### src/rtl/shift_rotate_unit_if.sv
// Purpose: start/busy/done bus between the sample register file and the shift/rotate engine.
// Latency: none, wires only.
// Backpressure: requester holds start; the engine only samples it while idle (busy low).
interface shift_rotate_unit_if #(
    parameter int WIDTH = 16,
    parameter int AW    = $clog2(WIDTH)
);
    logic             start;
    logic [1:0]       op;
    logic [AW-1:0]    amt;
    logic [WIDTH-1:0] data_in;
    logic [WIDTH-1:0] result;
    logic             carry;
    logic             zero;
    logic             busy;
    logic             done;

    modport master (
        output start, op, amt, data_in,
        input  result, carry, zero, busy, done
    );

    modport slave (
        input  start, op, amt, data_in,
        output result, carry, zero, busy, done
    );
endinterface

### src/rtl/shift_rotate_unit.sv
// Purpose: multi-cycle rotate right/left and logical/arithmetic right shift, up to STEP positions per clock.
// Latency: done in the cycle after edge accept+ceil(amt/STEP); one operation per ceil(amt/STEP)+2 cycles.
// Backpressure: start is ignored while busy or in the done cycle; inputs are latched on accept only.
module shift_rotate_unit #(
    parameter int WIDTH = 16,
    parameter int STEP  = 1,
    parameter int AW    = $clog2(WIDTH)
) (
    input  logic                 clk,
    input  logic                 rst_n,
    shift_rotate_unit_if.slave   bus
);

    typedef enum logic [1:0] {
        IDLE  = 2'd0,
        SHIFT = 2'd1,
        DONE  = 2'd2
    } state_t;

    localparam logic [1:0] OP_ROR = 2'b00;
    localparam logic [1:0] OP_ROL = 2'b01;
    localparam logic [1:0] OP_SRL = 2'b10;
    localparam logic [1:0] OP_SRA = 2'b11;

    // STEP may equal WIDTH, which does not fit in AW bits, so compare one bit wider.
    localparam logic [AW:0] STEP_W = (AW+1)'(STEP);

    state_t           state, state_nxt;
    logic [WIDTH-1:0] work, work_nxt;
    logic [AW-1:0]    cnt, cnt_nxt;
    logic [1:0]       op_q, op_nxt;
    logic             carry_q, carry_nxt;
    logic             busy_q, done_q;

    logic [AW-1:0]    k;
    logic [AW-1:0]    neg_k;
    logic [WIDTH-1:0] stepped;
    logic             out_bit;

    // One step of the latched operation on the work register by k = min(cnt, STEP).
    always_comb begin
        k       = ({1'b0, cnt} > STEP_W) ? STEP_W[AW-1:0] : cnt;
        // WIDTH is a power of two, so -k modulo 2**AW is the complementary rotate distance WIDTH-k.
        neg_k   = -k;
        stepped = work;
        out_bit = 1'b0;
        case (op_q)
            OP_ROR: begin
                stepped = (work >> k) | (work << neg_k);
                out_bit = work[k - 1'b1];
            end
            OP_ROL: begin
                stepped = (work << k) | (work >> neg_k);
                out_bit = work[neg_k];
            end
            OP_SRL: begin
                stepped = work >> k;
                out_bit = work[k - 1'b1];
            end
            OP_SRA: begin
                // The MSB never changes under SRA, so refilling from the current MSB equals the original sign.
                stepped = $signed(work) >>> k;
                out_bit = work[k - 1'b1];
            end
            default: begin
                stepped = work;
                out_bit = 1'b0;
            end
        endcase
    end

    // Next-state and datapath-update logic for the IDLE/SHIFT/DONE sequencer.
    always_comb begin
        state_nxt = state;
        work_nxt  = work;
        cnt_nxt   = cnt;
        op_nxt    = op_q;
        carry_nxt = carry_q;
        case (state)
            IDLE: begin
                if (bus.start) begin
                    work_nxt  = bus.data_in;
                    op_nxt    = bus.op;
                    cnt_nxt   = bus.amt;
                    carry_nxt = 1'b0;
                    state_nxt = (bus.amt != '0) ? SHIFT : DONE;
                end
            end
            SHIFT: begin
                work_nxt  = stepped;
                carry_nxt = out_bit;
                cnt_nxt   = cnt - k;
                if (cnt == k) begin
                    state_nxt = DONE;
                end
            end
            DONE: begin
                state_nxt = IDLE;
            end
            default: begin
                state_nxt = IDLE;
            end
        endcase
    end

    // State, datapath and registered status flags; reset aborts any operation without a done pulse.
    always_ff @(posedge clk or negedge rst_n) begin
        if (!rst_n) begin
            state   <= IDLE;
            work    <= '0;
            cnt     <= '0;
            op_q    <= OP_ROR;
            carry_q <= 1'b0;
            busy_q  <= 1'b0;
            done_q  <= 1'b0;
        end else begin
            state   <= state_nxt;
            work    <= work_nxt;
            cnt     <= cnt_nxt;
            op_q    <= op_nxt;
            carry_q <= carry_nxt;
            busy_q  <= (state_nxt != IDLE);
            done_q  <= (state_nxt == DONE);
        end
    end

    assign bus.result = work;
    assign bus.carry  = carry_q;
    assign bus.busy   = busy_q;
    assign bus.done   = done_q;
    assign bus.zero   = (work == '0);

endmodule

### src/flat_wrapper.sv
// flat-port wrapper written by rule: the top's interface ports become plain ports
module shift_rotate_unit_flat 
#(
    parameter int WIDTH = 16,
    parameter int STEP  = 1,
    parameter int AW    = $clog2(WIDTH)
)
  (clk, rst_n, bus_start, bus_op, bus_amt, bus_data_in, bus_result, bus_carry, bus_zero, bus_busy, bus_done);
  shift_rotate_unit_if #(.WIDTH(WIDTH), .AW(AW)) bus_i ();
  input  logic clk;
  input  logic rst_n;
  input wire logic [$bits(bus_i.start)-1:0] bus_start;
  input wire logic [$bits(bus_i.op)-1:0] bus_op;
  input wire logic [$bits(bus_i.amt)-1:0] bus_amt;
  input wire logic [$bits(bus_i.data_in)-1:0] bus_data_in;
  output wire logic [$bits(bus_i.result)-1:0] bus_result;
  output wire logic [$bits(bus_i.carry)-1:0] bus_carry;
  output wire logic [$bits(bus_i.zero)-1:0] bus_zero;
  output wire logic [$bits(bus_i.busy)-1:0] bus_busy;
  output wire logic [$bits(bus_i.done)-1:0] bus_done;
  assign bus_i.start = bus_start;
  assign bus_i.op = bus_op;
  assign bus_i.amt = bus_amt;
  assign bus_i.data_in = bus_data_in;
  assign bus_result = bus_i.result;
  assign bus_carry = bus_i.carry;
  assign bus_zero = bus_i.zero;
  assign bus_busy = bus_i.busy;
  assign bus_done = bus_i.done;
  shift_rotate_unit #(.WIDTH(WIDTH), .STEP(STEP), .AW(AW)) u_core (.clk(clk), .rst_n(rst_n), .bus(bus_i));
endmodule
### config.mk
export PLATFORM = sky130hd
export DESIGN_NAME = shift_rotate_unit_flat
export DESIGN_NICKNAME = d
export VERILOG_FILES = /design/src/rtl/shift_rotate_unit_if.sv /design/src/rtl/shift_rotate_unit.sv /design/src/flat_wrapper.sv
export SDC_FILE = /design/constraint.sdc
export NUM_CORES = 1
export LEC_CHECK = 0
export CAP_MARGIN = 30
export CORE_MARGIN = 3
export CORE_UTILIZATION = 45
export DETAILED_ROUTE_END_ITERATION = 10
export GPL_TIMING_DRIVEN = 0
export HOLD_SLACK_MARGIN = 0.1
export PLACE_DENSITY_LB_ADDON = 0.3
export SETUP_SLACK_MARGIN = 0.5
export SYNTH_ARGS = -nofsm -noshare
export SYNTH_HDL_FRONTEND = slang
export SYNTH_SLANG_ARGS = --single-unit
### constraint.sdc
create_clock -name clk -period 5.8 [get_ports clk]
set_input_delay 0.58 -clock clk [delete_from_list [all_inputs] [get_ports clk]]
set_output_delay 0.58 -clock clk [all_outputs]
set_load 0.01 [all_outputs]
==> metrics.md <==
| Metric | Value |
|---|---|
| Run status | complete, no violations |
| Required time of the critical path | 6.02 ns |
| DRT Wirelength | 12.9 mm |
| Post-Synthesis Net Count | 414 |
| Wire length of the first global-routing pass | 20.3 mm |
| Clock slew at reported path FFs | 0.13 ns |
| Tightest hold margin | 0.522 ns |
| Layout cells sized above 1 | 7.57% |
| Yosys top cell area share | 22.8% |
| Horizontal extent of the die | 87.1 um |
| Post-synth EDFFs | 0 |
| Post-synthesis instance total | 387 |
| Crit path time final | 4.49 ns |
| Clock network latency to the later pin of the worst-skew pair | 0.30 ns |
| I/O Pins | 45 |
| Area of the core region | 0.00613 mm^2 |
| Worst min-delay path category | flop to flop |
| Arrival time at the worst endpoint | 4.71 ns |
| Library cell used as clock root buffer | sky130_fd_sc_hd__clkbuf_8 |
| Relative slew slack | 47.8% |
| Vias in the first global route | 3526 |
| Highest-count cells in the layout ignoring fill and taps | 46 x sky130_fd_sc_hd__nand2_1, 44 x sky130_fd_sc_hd__clkdlybuf4s50_1, 36 x sky130_fd_sc_hd__nor2_1 |
| Largest fanout on the critical path | 10 |
| Total clock buffers created by CTS | 3 |
| Area of the die | 0.00759 mm^2 |
| Number of hold buffers added after CTS | 0 |
| Cell type with the largest total area after synthesis | sky130_fd_sc_hd__dfrtp_1 |
| Starting Density | 48.3% |
| Endpoint class of the critical path | flop |
| Remaining design rule violation count | 0 |
| TNS Setup | 0 ns |
| Number of I/O port buffers | 44 |
| Number of optimization iterations in the first detailed-route pass | 6 |
| Summed instance area of the synthesized netlist | 0.00296 mm^2 |
| Most used flip-flop cell after synthesis | sky130_fd_sc_hd__dfrtp_1 |
| FFs w/ async S/R, synth | 100% |
| Max-cap violation count | 0 |
| Proportion of synthesized chip area in sequential cells | 22.8% |
| Leakage dissipation | 1.33 nW |
| Mapped Avg Cell Area | 7.66 um^2 |
| Area added between synthesis and finish | 20.7% |
| Most frequent standard cell in the layout excluding fill and tap cells | sky130_fd_sc_hd__nand2_1 |
| Total global-route track usage | 35.3% |
| Site Rows | 28 |
| Number of H-tree branching levels | 1 |
| Final #Nets | 464 |
| Global route overflow | 0 |
| Largest net degree at the start of global routing | 20 |
| Die H | 87.1 um |
| Number of cells upsized or downsized after cts | 0 |
| Power density normalized to cell area | 696 mW/mm^2 |
| CTS tree | yes |
| Count of cell types in the netlist | 57 |
| Number of antenna cells inserted | 0 |
| Cell area after layout | 0.00357 mm^2 |
| Final number of hold-violating endpoints | 0 |
| Slew at the pin closest to its max-slew limit | 0.780 ns |
| Unrepaired setup endpoints after global routing | no |
| DR vias/cell | 7.20 |
| Worst Setup Start Kind | flop |
| Fmax | 223 MHz |
| Slew Viols, Final | 0 |
| Final core utilization | 58.3% |
| Largest cells by area after synthesis | sky130_fd_sc_hd__dfrtp_1 23%, sky130_fd_sc_hd__mux4_2 8.4%, sky130_fd_sc_hd__mux2i_1 7.1%, sky130_fd_sc_hd__nand2_1 5.8%, sky130_fd_sc_hd__nor2_1 4.6% |
| Post-route clock skew | 0.0112 ns |
| Ys Warns | 0 |
| Post-CTS repair timing setup buffer count | 0 |
| Minimum setup slack after placement | 1.51 ns |
| Register bit total from synthesis | 27 |
| Final weighted congestion in routability-driven placement | 1.09 |
| Clock buffer depth | 2 |
| Instance area after placement | 0.00352 mm^2 |
| Clock sink count | 27 |
| Drt wl/cell | 25.3 um |
| Antenna violations before repair | 0 |
| Final period utilization | 77.4% |
| Initial detailed-routing violation count | 769 |
| Highest ir drop seen on vdd | 367 uV |
| HPWL after DPL | 9.41 mm |
| Crit path setup slack, layout | 1.31 ns |
| Critical path type | flop to flop |
| Final setup violating endpoints | 0 |
| Remaining number of nets flagged by the antenna check after routing | 0 |
| Vias | 3681 |
[logic make-up (layout without fill, tap and decap cells)]
logic type                 Yosys count  in the layout  share of synthesized area [%]
adders and majority gates            2              2                          0.844
buffers and inverters               59            108                           8.49
AOI/OAI and AO/OA                  128            128                           29.8
muxes                               35             35                           16.6
and+or+nand+nor                    135            135                           21.3
DFF                                 27             27                           22.8
other                                1              1                          0.127
[power breakdown]
part	switching [W]	internal (W)	total [W]
Clock	0.0000798	0.0000510	0.000131
Combinational	0.00124	0.000722	0.00196
Sequential	0.000108	0.000287	0.000396
Total	0.00143	0.00106	0.00249
[metrics by stage]
step / total power (W) / cells
detailed placement: 0.00225 / 507
finish: 0.00249 / 511
floorplan: 0.00159 / 387
global placement: 0.00227 / 506
CTS: 0.00238 / 511
global route: 0.00262 / 511
[synthesized netlist by cell type, drive strengths merged, types with 4 or more instances]
cell / instances
a2111oi: 6
a211oi: 13
a21oi: 24
a22oi: 4
a31oi: 5
buf: 12
clkbuf: 35
dfrtp: 27
inv: 10
mux2i: 21
mux4: 11
nand2: 46
nand2b: 4
nand3: 4
nor2: 36
nor2b: 7
nor3: 11
nor4: 9
o211ai: 5
o21ai: 27
o221ai: 4
o22ai: 10
or3: 5
or4: 4
[sequential cells by signal (all words and copies together) (netlist names)]
| register | flops |
|---|---|
| u_core.state | 2 |
| u_core.bus.busy | 1 |
| u_core.cnt | 4 |
| u_core.bus.carry | 1 |
| u_core.op_q | 2 |
| u_core.bus.done | 1 |
| u_core.bus.result | 16 |
[layout make-up]
type	instances	area, um^2
plain buffers	47	201
clock buffers	3	41.3
clock inverters	1	8.76
fillers	577	2560
inverters	12	50.0
multi-input cells	301	2040
flip-flops and latches	27	676
well taps	75	93.8
repair buffers	45	468
[path summary, 6_finish.rpt]
kind                                              startpoint                                 to  slack (ns)  depth (start not counted)
worst max-delay path               u_core.cnt[1]$_DFFE_PN0P_       u_core.bus.carry$_DFFE_PN0P_        1.31                         15
worst min-delay path            u_core.bus.carry$_DFFE_PN0P_       u_core.bus.carry$_DFFE_PN0P_        0.52                          2
worst max register to register     u_core.cnt[1]$_DFFE_PN0P_       u_core.bus.carry$_DFFE_PN0P_        1.31                         15
worst min register to register  u_core.bus.carry$_DFFE_PN0P_       u_core.bus.carry$_DFFE_PN0P_        0.52                          2
max in group asynchronous                              rst_n   u_core.bus.result[0]$_DFFE_PN0P_        4.65                          2
min in group asynchronous                              rst_n  u_core.bus.result[11]$_DFFE_PN0P_        0.64                          1
[routing by layer]
layer | up-vias | track usage, % | share of wire, %
li1 | 1562 | - | -
met2 | 365 | 52.1 | 42
met4 | 0 | 16.3 | 5.1
met1 | 1683 | 48.2 | 38
met5 | - | 0 | 0
met3 | 71 | 9.18 | 15
[worst max-delay path, stage by stage (launching register included)]
cell and delay, ns:
sky130_fd_sc_hd__dfrtp_1 0.43, sky130_fd_sc_hd__or4_1 0.58, sky130_fd_sc_hd__buf_6 0.19, sky130_fd_sc_hd__clkinv_4 0.11, sky130_fd_sc_hd__buf_4 0.23, sky130_fd_sc_hd__buf_2 0.28, sky130_fd_sc_hd__buf_4 0.25, sky130_fd_sc_hd__ha_1 0.16
sky130_fd_sc_hd__buf_2 0.22, sky130_fd_sc_hd__buf_2 0.32, sky130_fd_sc_hd__clkbuf_1 0.41, sky130_fd_sc_hd__clkbuf_1 0.50, sky130_fd_sc_hd__nand2_1 0.15, sky130_fd_sc_hd__a21oi_1 0.27, sky130_fd_sc_hd__o21ai_0 0.19, sky130_fd_sc_hd__o211ai_1 0.13
Note: power is estimated with default switching activity, not from simulation.
